[config.mk]
export PLATFORM = sky130hd
export DESIGN_NAME = sram_like_axi_bridge_flat
export DESIGN_NICKNAME = d
export VERILOG_FILES = /design/src/rtl/sram_like_axi_bridge_pkg.sv /design/src/rtl/sram_like_axi_bridge_if.sv /design/src/rtl/sram_axi_wstrb_gen.sv /design/src/rtl/sram_like_axi_bridge.sv /design/src/flat_wrapper.sv
export SDC_FILE = /design/constraint.sdc
export NUM_CORES = 1
export LEC_CHECK = 0
export CELL_PAD_IN_SITES_DETAIL_PLACEMENT = 2
export CELL_PAD_IN_SITES_GLOBAL_PLACEMENT = 2
export CORE_MARGIN = 2
export CORE_UTILIZATION = 16
export CTS_CLUSTER_DIAMETER = 40
export DETAILED_ROUTE_END_ITERATION = 8
export PLACE_DENSITY = 0.91
export SKIP_CTS_REPAIR_TIMING = 1
export SKIP_LAST_GASP = 1
export SYNTH_ARGS = -nofsm -noshare
export SYNTH_HDL_FRONTEND = slang
export SYNTH_SLANG_ARGS = --single-unit
[constraint.sdc]
create_clock -name i_clk -period 3.1 [get_ports i_clk]
set_input_delay 0.62 -clock i_clk [delete_from_list [all_inputs] [get_ports i_clk]]
set_output_delay 0.62 -clock i_clk [all_outputs]
set_load 0.03 [all_outputs]
[src/rtl/sram_like_axi_bridge_pkg.sv]
// Shared definitions for the sram-like to AXI bridge: FSM states, AXI field encodings and
// the sram-like size to AXI size mapping.
package sram_like_axi_bridge_pkg;

    typedef enum logic [2:0] {
        StIdle,
        StRdAr,
        StRdR,
        StWrAwW,
        StWrB
    } state_e;

    localparam logic [1:0] SizeByte = 2'd0;
    localparam logic [1:0] SizeHalf = 2'd1;
    localparam logic [1:0] SizeWord = 2'd2;

    localparam logic [1:0] AxiBurstIncr = 2'b01;
    localparam logic [2:0] AxiSize1     = 3'b000;
    localparam logic [2:0] AxiSize2     = 3'b001;
    localparam logic [2:0] AxiSize4     = 3'b010;

    localparam logic [1:0] AxiRespOkay   = 2'b00;
    localparam logic [1:0] AxiRespExOkay = 2'b01;
    localparam logic [1:0] AxiRespSlvErr = 2'b10;
    localparam logic [1:0] AxiRespDecErr = 2'b11;

    // Size code 3 is treated as a word access.
    function automatic logic [2:0] axi_size(input logic [1:0] size);
        logic [2:0] result;
        unique case (size)
            SizeByte: result = AxiSize1;
            SizeHalf: result = AxiSize2;
            default:  result = AxiSize4;
        endcase
        return result;
    endfunction

endpackage

[src/rtl/sram_like_axi_bridge_if.sv]
// Bundle of the sram-like request port and the single-beat AXI master channels.
// master: the bridge view; slave: the cache + interconnect view.
interface sram_like_axi_bridge_if #(
    parameter int unsigned IdWidth = 4
) ();
    logic                 data_req;
    logic                 data_wr;
    logic [1:0]           data_size;
    logic [31:0]          data_addr;
    logic [31:0]          data_wdata;
    logic [31:0]          data_rdata;
    logic                 data_addr_ok;
    logic                 data_data_ok;

    logic [IdWidth-1:0]   arid;
    logic [31:0]          araddr;
    logic [7:0]           arlen;
    logic [2:0]           arsize;
    logic [1:0]           arburst;
    logic [1:0]           arlock;
    logic [3:0]           arcache;
    logic [2:0]           arprot;
    logic                 arvalid;
    logic                 arready;

    logic [IdWidth-1:0]   rid;
    logic [31:0]          rdata;
    logic [1:0]           rresp;
    logic                 rlast;
    logic                 rvalid;
    logic                 rready;

    logic [IdWidth-1:0]   awid;
    logic [31:0]          awaddr;
    logic [7:0]           awlen;
    logic [2:0]           awsize;
    logic [1:0]           awburst;
    logic [1:0]           awlock;
    logic [3:0]           awcache;
    logic [2:0]           awprot;
    logic                 awvalid;
    logic                 awready;

    logic [IdWidth-1:0]   wid;
    logic [31:0]          wdata;
    logic [3:0]           wstrb;
    logic                 wlast;
    logic                 wvalid;
    logic                 wready;

    logic [IdWidth-1:0]   bid;
    logic [1:0]           bresp;
    logic                 bvalid;
    logic                 bready;

    modport master (
        input  data_req, data_wr, data_size, data_addr, data_wdata,
        output data_rdata, data_addr_ok, data_data_ok,
        output arid, araddr, arlen, arsize, arburst, arlock, arcache, arprot, arvalid,
        input  arready,
        input  rid, rdata, rresp, rlast, rvalid,
        output rready,
        output awid, awaddr, awlen, awsize, awburst, awlock, awcache, awprot, awvalid,
        input  awready,
        output wid, wdata, wstrb, wlast, wvalid,
        input  wready,
        input  bid, bresp, bvalid,
        output bready
    );

    modport slave (
        output data_req, data_wr, data_size, data_addr, data_wdata,
        input  data_rdata, data_addr_ok, data_data_ok,
        input  arid, araddr, arlen, arsize, arburst, arlock, arcache, arprot, arvalid,
        output arready,
        output rid, rdata, rresp, rlast, rvalid,
        input  rready,
        input  awid, awaddr, awlen, awsize, awburst, awlock, awcache, awprot, awvalid,
        output awready,
        input  wid, wdata, wstrb, wlast, wvalid,
        output wready,
        output bid, bresp, bvalid,
        input  bready
    );

endinterface

[src/rtl/sram_axi_wstrb_gen.sv]
// Byte-lane strobe for a single sram-like store, from access size and the low address bits.
// Shared with the instruction-side bridge.
module sram_axi_wstrb_gen
    import sram_like_axi_bridge_pkg::*;
(
    input  logic [1:0] i_size,
    input  logic [1:0] i_addr_lo,
    output logic [3:0] o_wstrb
);

    always_comb begin
        o_wstrb = 4'b1111;
        unique case (i_size)
            SizeByte: o_wstrb = 4'b0001 << i_addr_lo;
            SizeHalf: o_wstrb = i_addr_lo[1] ? 4'b1100 : 4'b0011;
            default:  o_wstrb = 4'b1111;
        endcase
    end

endmodule

[src/rtl/sram_like_axi_bridge.sv]
// Data-side sram-like responder: each accepted request becomes one single-beat AXI transfer,
// with one transaction outstanding at a time.
module sram_like_axi_bridge
    import sram_like_axi_bridge_pkg::*;
#(
    parameter int unsigned IdWidth = 4,
    parameter int unsigned AxiId   = 0
) (
    input  logic                          i_clk,
    input  logic                          i_rst,
    sram_like_axi_bridge_if.master        io_bus
);

    state_e      r_state;
    state_e      w_state_next;
    logic [1:0]  r_size;
    logic [31:0] r_addr;
    logic [31:0] r_wdata;
    logic        r_aw_done;
    logic        r_w_done;
    logic        w_aw_done_next;
    logic        w_w_done_next;
    logic        w_aw_fin;
    logic        w_w_fin;
    logic        w_addr_ok;
    logic [3:0]  w_wstrb;
    logic        w_unused_axi;

    assign w_addr_ok = io_bus.data_req & (r_state == StIdle);

    always_ff @(posedge i_clk) begin
        if (i_rst) begin
            r_state   <= StIdle;
            r_size    <= 2'd0;
            r_addr    <= 32'd0;
            r_wdata   <= 32'd0;
            r_aw_done <= 1'b0;
            r_w_done  <= 1'b0;
        end else begin
            r_state   <= w_state_next;
            r_aw_done <= w_aw_done_next;
            r_w_done  <= w_w_done_next;
            if (w_addr_ok) begin
                r_size  <= io_bus.data_size;
                r_addr  <= io_bus.data_addr;
                r_wdata <= io_bus.data_wdata;
            end
        end
    end

    // Each channel is finished once it has handshaken, either earlier or in this cycle.
    assign w_aw_fin = r_aw_done | io_bus.awready;
    assign w_w_fin  = r_w_done | io_bus.wready;

    always_comb begin
        w_state_next        = r_state;
        w_aw_done_next      = 1'b0;
        w_w_done_next       = 1'b0;
        io_bus.arvalid      = 1'b0;
        io_bus.rready       = 1'b0;
        io_bus.awvalid      = 1'b0;
        io_bus.wvalid       = 1'b0;
        io_bus.bready       = 1'b0;
        io_bus.data_data_ok = 1'b0;
        unique case (r_state)
            StIdle: begin
                if (io_bus.data_req) begin
                    w_state_next = io_bus.data_wr ? StWrAwW : StRdAr;
                end
            end
            StRdAr: begin
                io_bus.arvalid = 1'b1;
                if (io_bus.arready) begin
                    w_state_next = StRdR;
                end
            end
            StRdR: begin
                io_bus.rready = 1'b1;
                if (io_bus.rvalid) begin
                    io_bus.data_data_ok = 1'b1;
                    w_state_next        = StIdle;
                end
            end
            StWrAwW: begin
                io_bus.awvalid = ~r_aw_done;
                io_bus.wvalid  = ~r_w_done;
                if (w_aw_fin && w_w_fin) begin
                    w_state_next = StWrB;
                end else begin
                    w_aw_done_next = w_aw_fin;
                    w_w_done_next  = w_w_fin;
                end
            end
            StWrB: begin
                io_bus.bready = 1'b1;
                if (io_bus.bvalid) begin
                    io_bus.data_data_ok = 1'b1;
                    w_state_next        = StIdle;
                end
            end
            default: w_state_next = StIdle;
        endcase
    end

    sram_axi_wstrb_gen u_wstrb_gen (
        .i_size    (r_size),
        .i_addr_lo (r_addr[1:0]),
        .o_wstrb   (w_wstrb)
    );

    assign io_bus.data_addr_ok = w_addr_ok;
    assign io_bus.data_rdata   = io_bus.rdata;

    assign io_bus.arid    = IdWidth'(AxiId);
    assign io_bus.araddr  = r_addr;
    assign io_bus.arlen   = 8'd0;
    assign io_bus.arsize  = axi_size(r_size);
    assign io_bus.arburst = AxiBurstIncr;
    assign io_bus.arlock  = 2'b00;
    assign io_bus.arcache = 4'd0;
    assign io_bus.arprot  = 3'd0;

    assign io_bus.awid    = IdWidth'(AxiId);
    assign io_bus.awaddr  = r_addr;
    assign io_bus.awlen   = 8'd0;
    assign io_bus.awsize  = axi_size(r_size);
    assign io_bus.awburst = AxiBurstIncr;
    assign io_bus.awlock  = 2'b00;
    assign io_bus.awcache = 4'd0;
    assign io_bus.awprot  = 3'd0;

    assign io_bus.wid     = IdWidth'(AxiId);
    assign io_bus.wdata   = r_wdata;
    assign io_bus.wstrb   = w_wstrb;
    assign io_bus.wlast   = 1'b1;

    // Response status and IDs are deliberately ignored; errors complete like OKAY.
    assign w_unused_axi = ^{io_bus.rid, io_bus.rresp, io_bus.rlast, io_bus.bid, io_bus.bresp};

endmodule

[src/flat_wrapper.sv]
// flat-port wrapper written by rule: the top's interface ports become plain ports
module sram_like_axi_bridge_flat import sram_like_axi_bridge_pkg::*;
#(
    parameter int unsigned IdWidth = 4,
    parameter int unsigned AxiId   = 0
)
  (i_clk, i_rst, io_bus_data_req, io_bus_data_wr, io_bus_data_size, io_bus_data_addr, io_bus_data_wdata, io_bus_data_rdata, io_bus_data_addr_ok, io_bus_data_data_ok, io_bus_arid, io_bus_araddr, io_bus_arlen, io_bus_arsize, io_bus_arburst, io_bus_arlock, io_bus_arcache, io_bus_arprot, io_bus_arvalid, io_bus_arready, io_bus_rid, io_bus_rdata, io_bus_rresp, io_bus_rlast, io_bus_rvalid, io_bus_rready, io_bus_awid, io_bus_awaddr, io_bus_awlen, io_bus_awsize, io_bus_awburst, io_bus_awlock, io_bus_awcache, io_bus_awprot, io_bus_awvalid, io_bus_awready, io_bus_wid, io_bus_wdata, io_bus_wstrb, io_bus_wlast, io_bus_wvalid, io_bus_wready, io_bus_bid, io_bus_bresp, io_bus_bvalid, io_bus_bready);
  sram_like_axi_bridge_if #(.IdWidth(IdWidth)) io_bus_i ();
  input  logic i_clk;
  input  logic i_rst;
  input wire logic [$bits(io_bus_i.data_req)-1:0] io_bus_data_req;
  input wire logic [$bits(io_bus_i.data_wr)-1:0] io_bus_data_wr;
  input wire logic [$bits(io_bus_i.data_size)-1:0] io_bus_data_size;
  input wire logic [$bits(io_bus_i.data_addr)-1:0] io_bus_data_addr;
  input wire logic [$bits(io_bus_i.data_wdata)-1:0] io_bus_data_wdata;
  output wire logic [$bits(io_bus_i.data_rdata)-1:0] io_bus_data_rdata;
  output wire logic [$bits(io_bus_i.data_addr_ok)-1:0] io_bus_data_addr_ok;
  output wire logic [$bits(io_bus_i.data_data_ok)-1:0] io_bus_data_data_ok;
  output wire logic [$bits(io_bus_i.arid)-1:0] io_bus_arid;
  output wire logic [$bits(io_bus_i.araddr)-1:0] io_bus_araddr;
  output wire logic [$bits(io_bus_i.arlen)-1:0] io_bus_arlen;
  output wire logic [$bits(io_bus_i.arsize)-1:0] io_bus_arsize;
  output wire logic [$bits(io_bus_i.arburst)-1:0] io_bus_arburst;
  output wire logic [$bits(io_bus_i.arlock)-1:0] io_bus_arlock;
  output wire logic [$bits(io_bus_i.arcache)-1:0] io_bus_arcache;
  output wire logic [$bits(io_bus_i.arprot)-1:0] io_bus_arprot;
  output wire logic [$bits(io_bus_i.arvalid)-1:0] io_bus_arvalid;
  input wire logic [$bits(io_bus_i.arready)-1:0] io_bus_arready;
  input wire logic [$bits(io_bus_i.rid)-1:0] io_bus_rid;
  input wire logic [$bits(io_bus_i.rdata)-1:0] io_bus_rdata;
  input wire logic [$bits(io_bus_i.rresp)-1:0] io_bus_rresp;
  input wire logic [$bits(io_bus_i.rlast)-1:0] io_bus_rlast;
  input wire logic [$bits(io_bus_i.rvalid)-1:0] io_bus_rvalid;
  output wire logic [$bits(io_bus_i.rready)-1:0] io_bus_rready;
  output wire logic [$bits(io_bus_i.awid)-1:0] io_bus_awid;
  output wire logic [$bits(io_bus_i.awaddr)-1:0] io_bus_awaddr;
  output wire logic [$bits(io_bus_i.awlen)-1:0] io_bus_awlen;
  output wire logic [$bits(io_bus_i.awsize)-1:0] io_bus_awsize;
  output wire logic [$bits(io_bus_i.awburst)-1:0] io_bus_awburst;
  output wire logic [$bits(io_bus_i.awlock)-1:0] io_bus_awlock;
  output wire logic [$bits(io_bus_i.awcache)-1:0] io_bus_awcache;
  output wire logic [$bits(io_bus_i.awprot)-1:0] io_bus_awprot;
  output wire logic [$bits(io_bus_i.awvalid)-1:0] io_bus_awvalid;
  input wire logic [$bits(io_bus_i.awready)-1:0] io_bus_awready;
  output wire logic [$bits(io_bus_i.wid)-1:0] io_bus_wid;
  output wire logic [$bits(io_bus_i.wdata)-1:0] io_bus_wdata;
  output wire logic [$bits(io_bus_i.wstrb)-1:0] io_bus_wstrb;
  output wire logic [$bits(io_bus_i.wlast)-1:0] io_bus_wlast;
  output wire logic [$bits(io_bus_i.wvalid)-1:0] io_bus_wvalid;
  input wire logic [$bits(io_bus_i.wready)-1:0] io_bus_wready;
  input wire logic [$bits(io_bus_i.bid)-1:0] io_bus_bid;
  input wire logic [$bits(io_bus_i.bresp)-1:0] io_bus_bresp;
  input wire logic [$bits(io_bus_i.bvalid)-1:0] io_bus_bvalid;
  output wire logic [$bits(io_bus_i.bready)-1:0] io_bus_bready;
  assign io_bus_i.data_req = io_bus_data_req;
  assign io_bus_i.data_wr = io_bus_data_wr;
  assign io_bus_i.data_size = io_bus_data_size;
  assign io_bus_i.data_addr = io_bus_data_addr;
  assign io_bus_i.data_wdata = io_bus_data_wdata;
  assign io_bus_data_rdata = io_bus_i.data_rdata;
  assign io_bus_data_addr_ok = io_bus_i.data_addr_ok;
  assign io_bus_data_data_ok = io_bus_i.data_data_ok;
  assign io_bus_arid = io_bus_i.arid;
  assign io_bus_araddr = io_bus_i.araddr;
  assign io_bus_arlen = io_bus_i.arlen;
  assign io_bus_arsize = io_bus_i.arsize;
  assign io_bus_arburst = io_bus_i.arburst;
  assign io_bus_arlock = io_bus_i.arlock;
  assign io_bus_arcache = io_bus_i.arcache;
  assign io_bus_arprot = io_bus_i.arprot;
  assign io_bus_arvalid = io_bus_i.arvalid;
  assign io_bus_i.arready = io_bus_arready;
  assign io_bus_i.rid = io_bus_rid;
  assign io_bus_i.rdata = io_bus_rdata;
  assign io_bus_i.rresp = io_bus_rresp;
  assign io_bus_i.rlast = io_bus_rlast;
  assign io_bus_i.rvalid = io_bus_rvalid;
  assign io_bus_rready = io_bus_i.rready;
  assign io_bus_awid = io_bus_i.awid;
  assign io_bus_awaddr = io_bus_i.awaddr;
  assign io_bus_awlen = io_bus_i.awlen;
  assign io_bus_awsize = io_bus_i.awsize;
  assign io_bus_awburst = io_bus_i.awburst;
  assign io_bus_awlock = io_bus_i.awlock;
  assign io_bus_awcache = io_bus_i.awcache;
  assign io_bus_awprot = io_bus_i.awprot;
  assign io_bus_awvalid = io_bus_i.awvalid;
  assign io_bus_i.awready = io_bus_awready;
  assign io_bus_wid = io_bus_i.wid;
  assign io_bus_wdata = io_bus_i.wdata;
  assign io_bus_wstrb = io_bus_i.wstrb;
  assign io_bus_wlast = io_bus_i.wlast;
  assign io_bus_wvalid = io_bus_i.wvalid;
  assign io_bus_i.wready = io_bus_wready;
  assign io_bus_i.bid = io_bus_bid;
  assign io_bus_i.bresp = io_bus_bresp;
  assign io_bus_i.bvalid = io_bus_bvalid;
  assign io_bus_bready = io_bus_i.bready;
  sram_like_axi_bridge #(.IdWidth(IdWidth), .AxiId(AxiId)) u_core (.i_clk(i_clk), .i_rst(i_rst), .io_bus(io_bus_i));
endmodule
==> metrics <==
clk_skew=0.00898 ns; setup TNS=0 ns; placed instance area=4950 µm²; drt initial violations=76; # rows=54; largest net degree at the start of global routing=67; Final setup violation count=0; Die W=153 µm; worst hold stages=2; Final ANT Viol Nets=0; RR Startpoint=u_core.r_state[2]$_SDFFE_PP0P_; initial core utilization=0.163; vias in the first global route=3243; WS Path Type=reg2out; global-route wire length before repair=18200 µm; Avg Cell Area, Syn=7.85 µm²; CTS clock-pin slew for the worst setup and hold paths=0.06 ns; CP arrival=1.97 ns; peak supply drop=0.000244 V; Final nets=683; via density per instance=3.74; global placement routability congestion=0.712; Leak Pwr=0.00196 µW; Congestion Overflow GR=0; commonest non-fill, non-tap cell in the layout=clkdlybuf4s50_1; HP Class=reg2reg; Hold Vio Cnt, Final=0; PortBufs=185; Synth async-reset ratio=0; post-synthesis sequential area ratio=0.399; Pins Over Slew Limit=0; Slew @ Worst Pin=0.753 ns; final worst slack=0.506 ns; outcome=complete, no violations; CP max-delay cell=clkdlybuf4s50_1; cts bufs inserted=9; HP Start=u_core.io_bus.wdata[7]$_SDFFE_PP0P_; Yosys warnings=0; Cells after Synth=454; total routed wirelength=12100 µm; Synth cell types=31; worst hold endpoint=u_core.io_bus.wdata[7]$_SDFFE_PP0P_; Period minus WS final=2.59 ns; Synth-to-Final Area Change=46.4%; number of synthesized register bits=71; Clock Latency Late Sink=0.34 ns; maxcap violations=0; Diodes inserted=0; area of the mapped netlist=3560 µm²; Reg2Reg Depth=4; H-tree lvl count=3; pwr/cell area=786 nW/µm²; hpwl dp=9120 µm; fmax=385 MHz; Max-slew headroom=0.498; CTS tree=yes; core box area=21800 µm²; # IOs=316; drt wl/cell=14.3 µm; cell area after layout=5220 µm²; root buf cell=clkbuf_16; Post-synth EDFFs=0; Tot GR Track Use=0.0992; CP required=2.48 ns; CTS Buffer Depth=2; share of cells above drive strength 1=0.0476; # clock sinks=71; flop2flop setup slack=1.31 ns; CP Cell Sequence=nor3b_2 -> a22o_2 -> clkdlybuf4s50_1; placed insts=832; Post-Place Setup Slack=0.572 ns; critical-path maximum fanout=7; DRC Markers=0; RSZ-0062 raised after global routing=no; antenna violations before repair=0; Main synth FF type=dfxtp_1; die area=23500 µm²; Final period util=0.837; drt first pass iters=4; commonest cells after routing, fill and taps aside=clkdlybuf4s50_1, nand2_1, dfxtp_1, a21oi_1, conb_1; Worst Setup End Kind=primary output; vias=3168; R2R Path End=u_core.io_bus.araddr[19]$_SDFFE_PP0P_; Die Y=153 µm; Slowest Stage Delay on Critical Path=0.66 ns; Critical Path Start Type=flop; Layout Cells excl Fill=847
## area by class of cell
type	count	area [µm²]
fillers	2541	16600
repair buffers	190	1880
flip-flops and latches	71	1420
multi-input cells	288	1280
well taps	280	350
clock buffers	10	239
clock inverters	5	33.8
inverters	3	11.3
## kinds of logic after synthesis
kind of cell	after synthesis	synth area share
multiplexers	3	0.00842
AO/OA/AOI/OAI	76	0.113
flip-flops	71	0.399
AND/OR/NAND/NOR	156	0.183
buffers and inverters	146	0.295
other	2	0.00211
## synthesized netlist by cell type, types with 2 or more instances
cell type | n | share of area
conb_1 | 2 | 0.0021
inv_1 | 2 | 0.0021
a21oi_1 | 67 | 0.094
nand2_1 | 134 | 0.14
nor3_1 | 3 | 0.0042
dfxtp_1 | 71 | 0.40
o21bai_1 | 3 | 0.0063
nor2_1 | 7 | 0.0074
mux2i_1 | 3 | 0.0084
buf_2 | 7 | 0.0098
buf_4 | 122 | 0.26
or2b_1 | 2 | 0.0042
clkbuf_1 | 8 | 0.0084
a21o_1 | 2 | 0.0042
buf_6 | 5 | 0.016
## worst max-delay path, delay by kind of cell (launching register included)
family | cells | cell delay (ns)
AO/OA/AOI/OAI | 1 | 0.19
buffers and inverters | 1 | 0.66
flip-flops | 1 | 0.48
AND/OR/NAND/NOR | 1 | 0.31
## per-layer routing
layer	wire, µm	global-route usage	up-vias
li1	-	-	1476
met1	4530	0.105	1523
met2	6380	0.180	135
met3	809	0.0275	34
met4	400	0.0503	0
met5	0	0	-
## registers in the layout (all words and copies together) (netlist names)
name / count
u_core.io_bus.araddr: 32
u_core.io_bus.wdata: 32
u_core.r_state: 3
u_core.r_size: 2
u_core.r_aw_done: 1
u_core.r_w_done: 1
## through the flow
step           hold WS (ns)  utilization  total power, µW
2_1_floorplan         0.453            -             2620
3_3_place_gp          0.441        0.227             3110
3_5_place_dp          0.455        0.227             3170
4_1_cts               0.464        0.239             4200
5_1_grt               0.483        0.239             4350
6_report              0.457        0.239             4100
## power by group
part           internal (µW)  switching, µW
Clock                    560            429
Sequential              1080            139
Combinational            705           1190
## worst max path at each step
| stage | endpoint | from |
|---|---|---|
| 2_1_floorplan | io_bus_data_data_ok | u_core.r_state[1]$_SDFFE_PP0P_ |
| 3_3_place_gp | io_bus_data_data_ok | io_bus_bvalid |
| 3_5_place_dp | io_bus_data_data_ok | io_bus_rvalid |
| 4_1_cts | io_bus_data_data_ok | u_core.r_state[1]$_SDFFE_PP0P_ |
| 5_1_grt | io_bus_data_data_ok | u_core.r_state[1]$_SDFFE_PP0P_ |
| 6_report | io_bus_data_data_ok | u_core.r_state[1]$_SDFFE_PP0P_ |
Power figures use the tool's default switching activity.
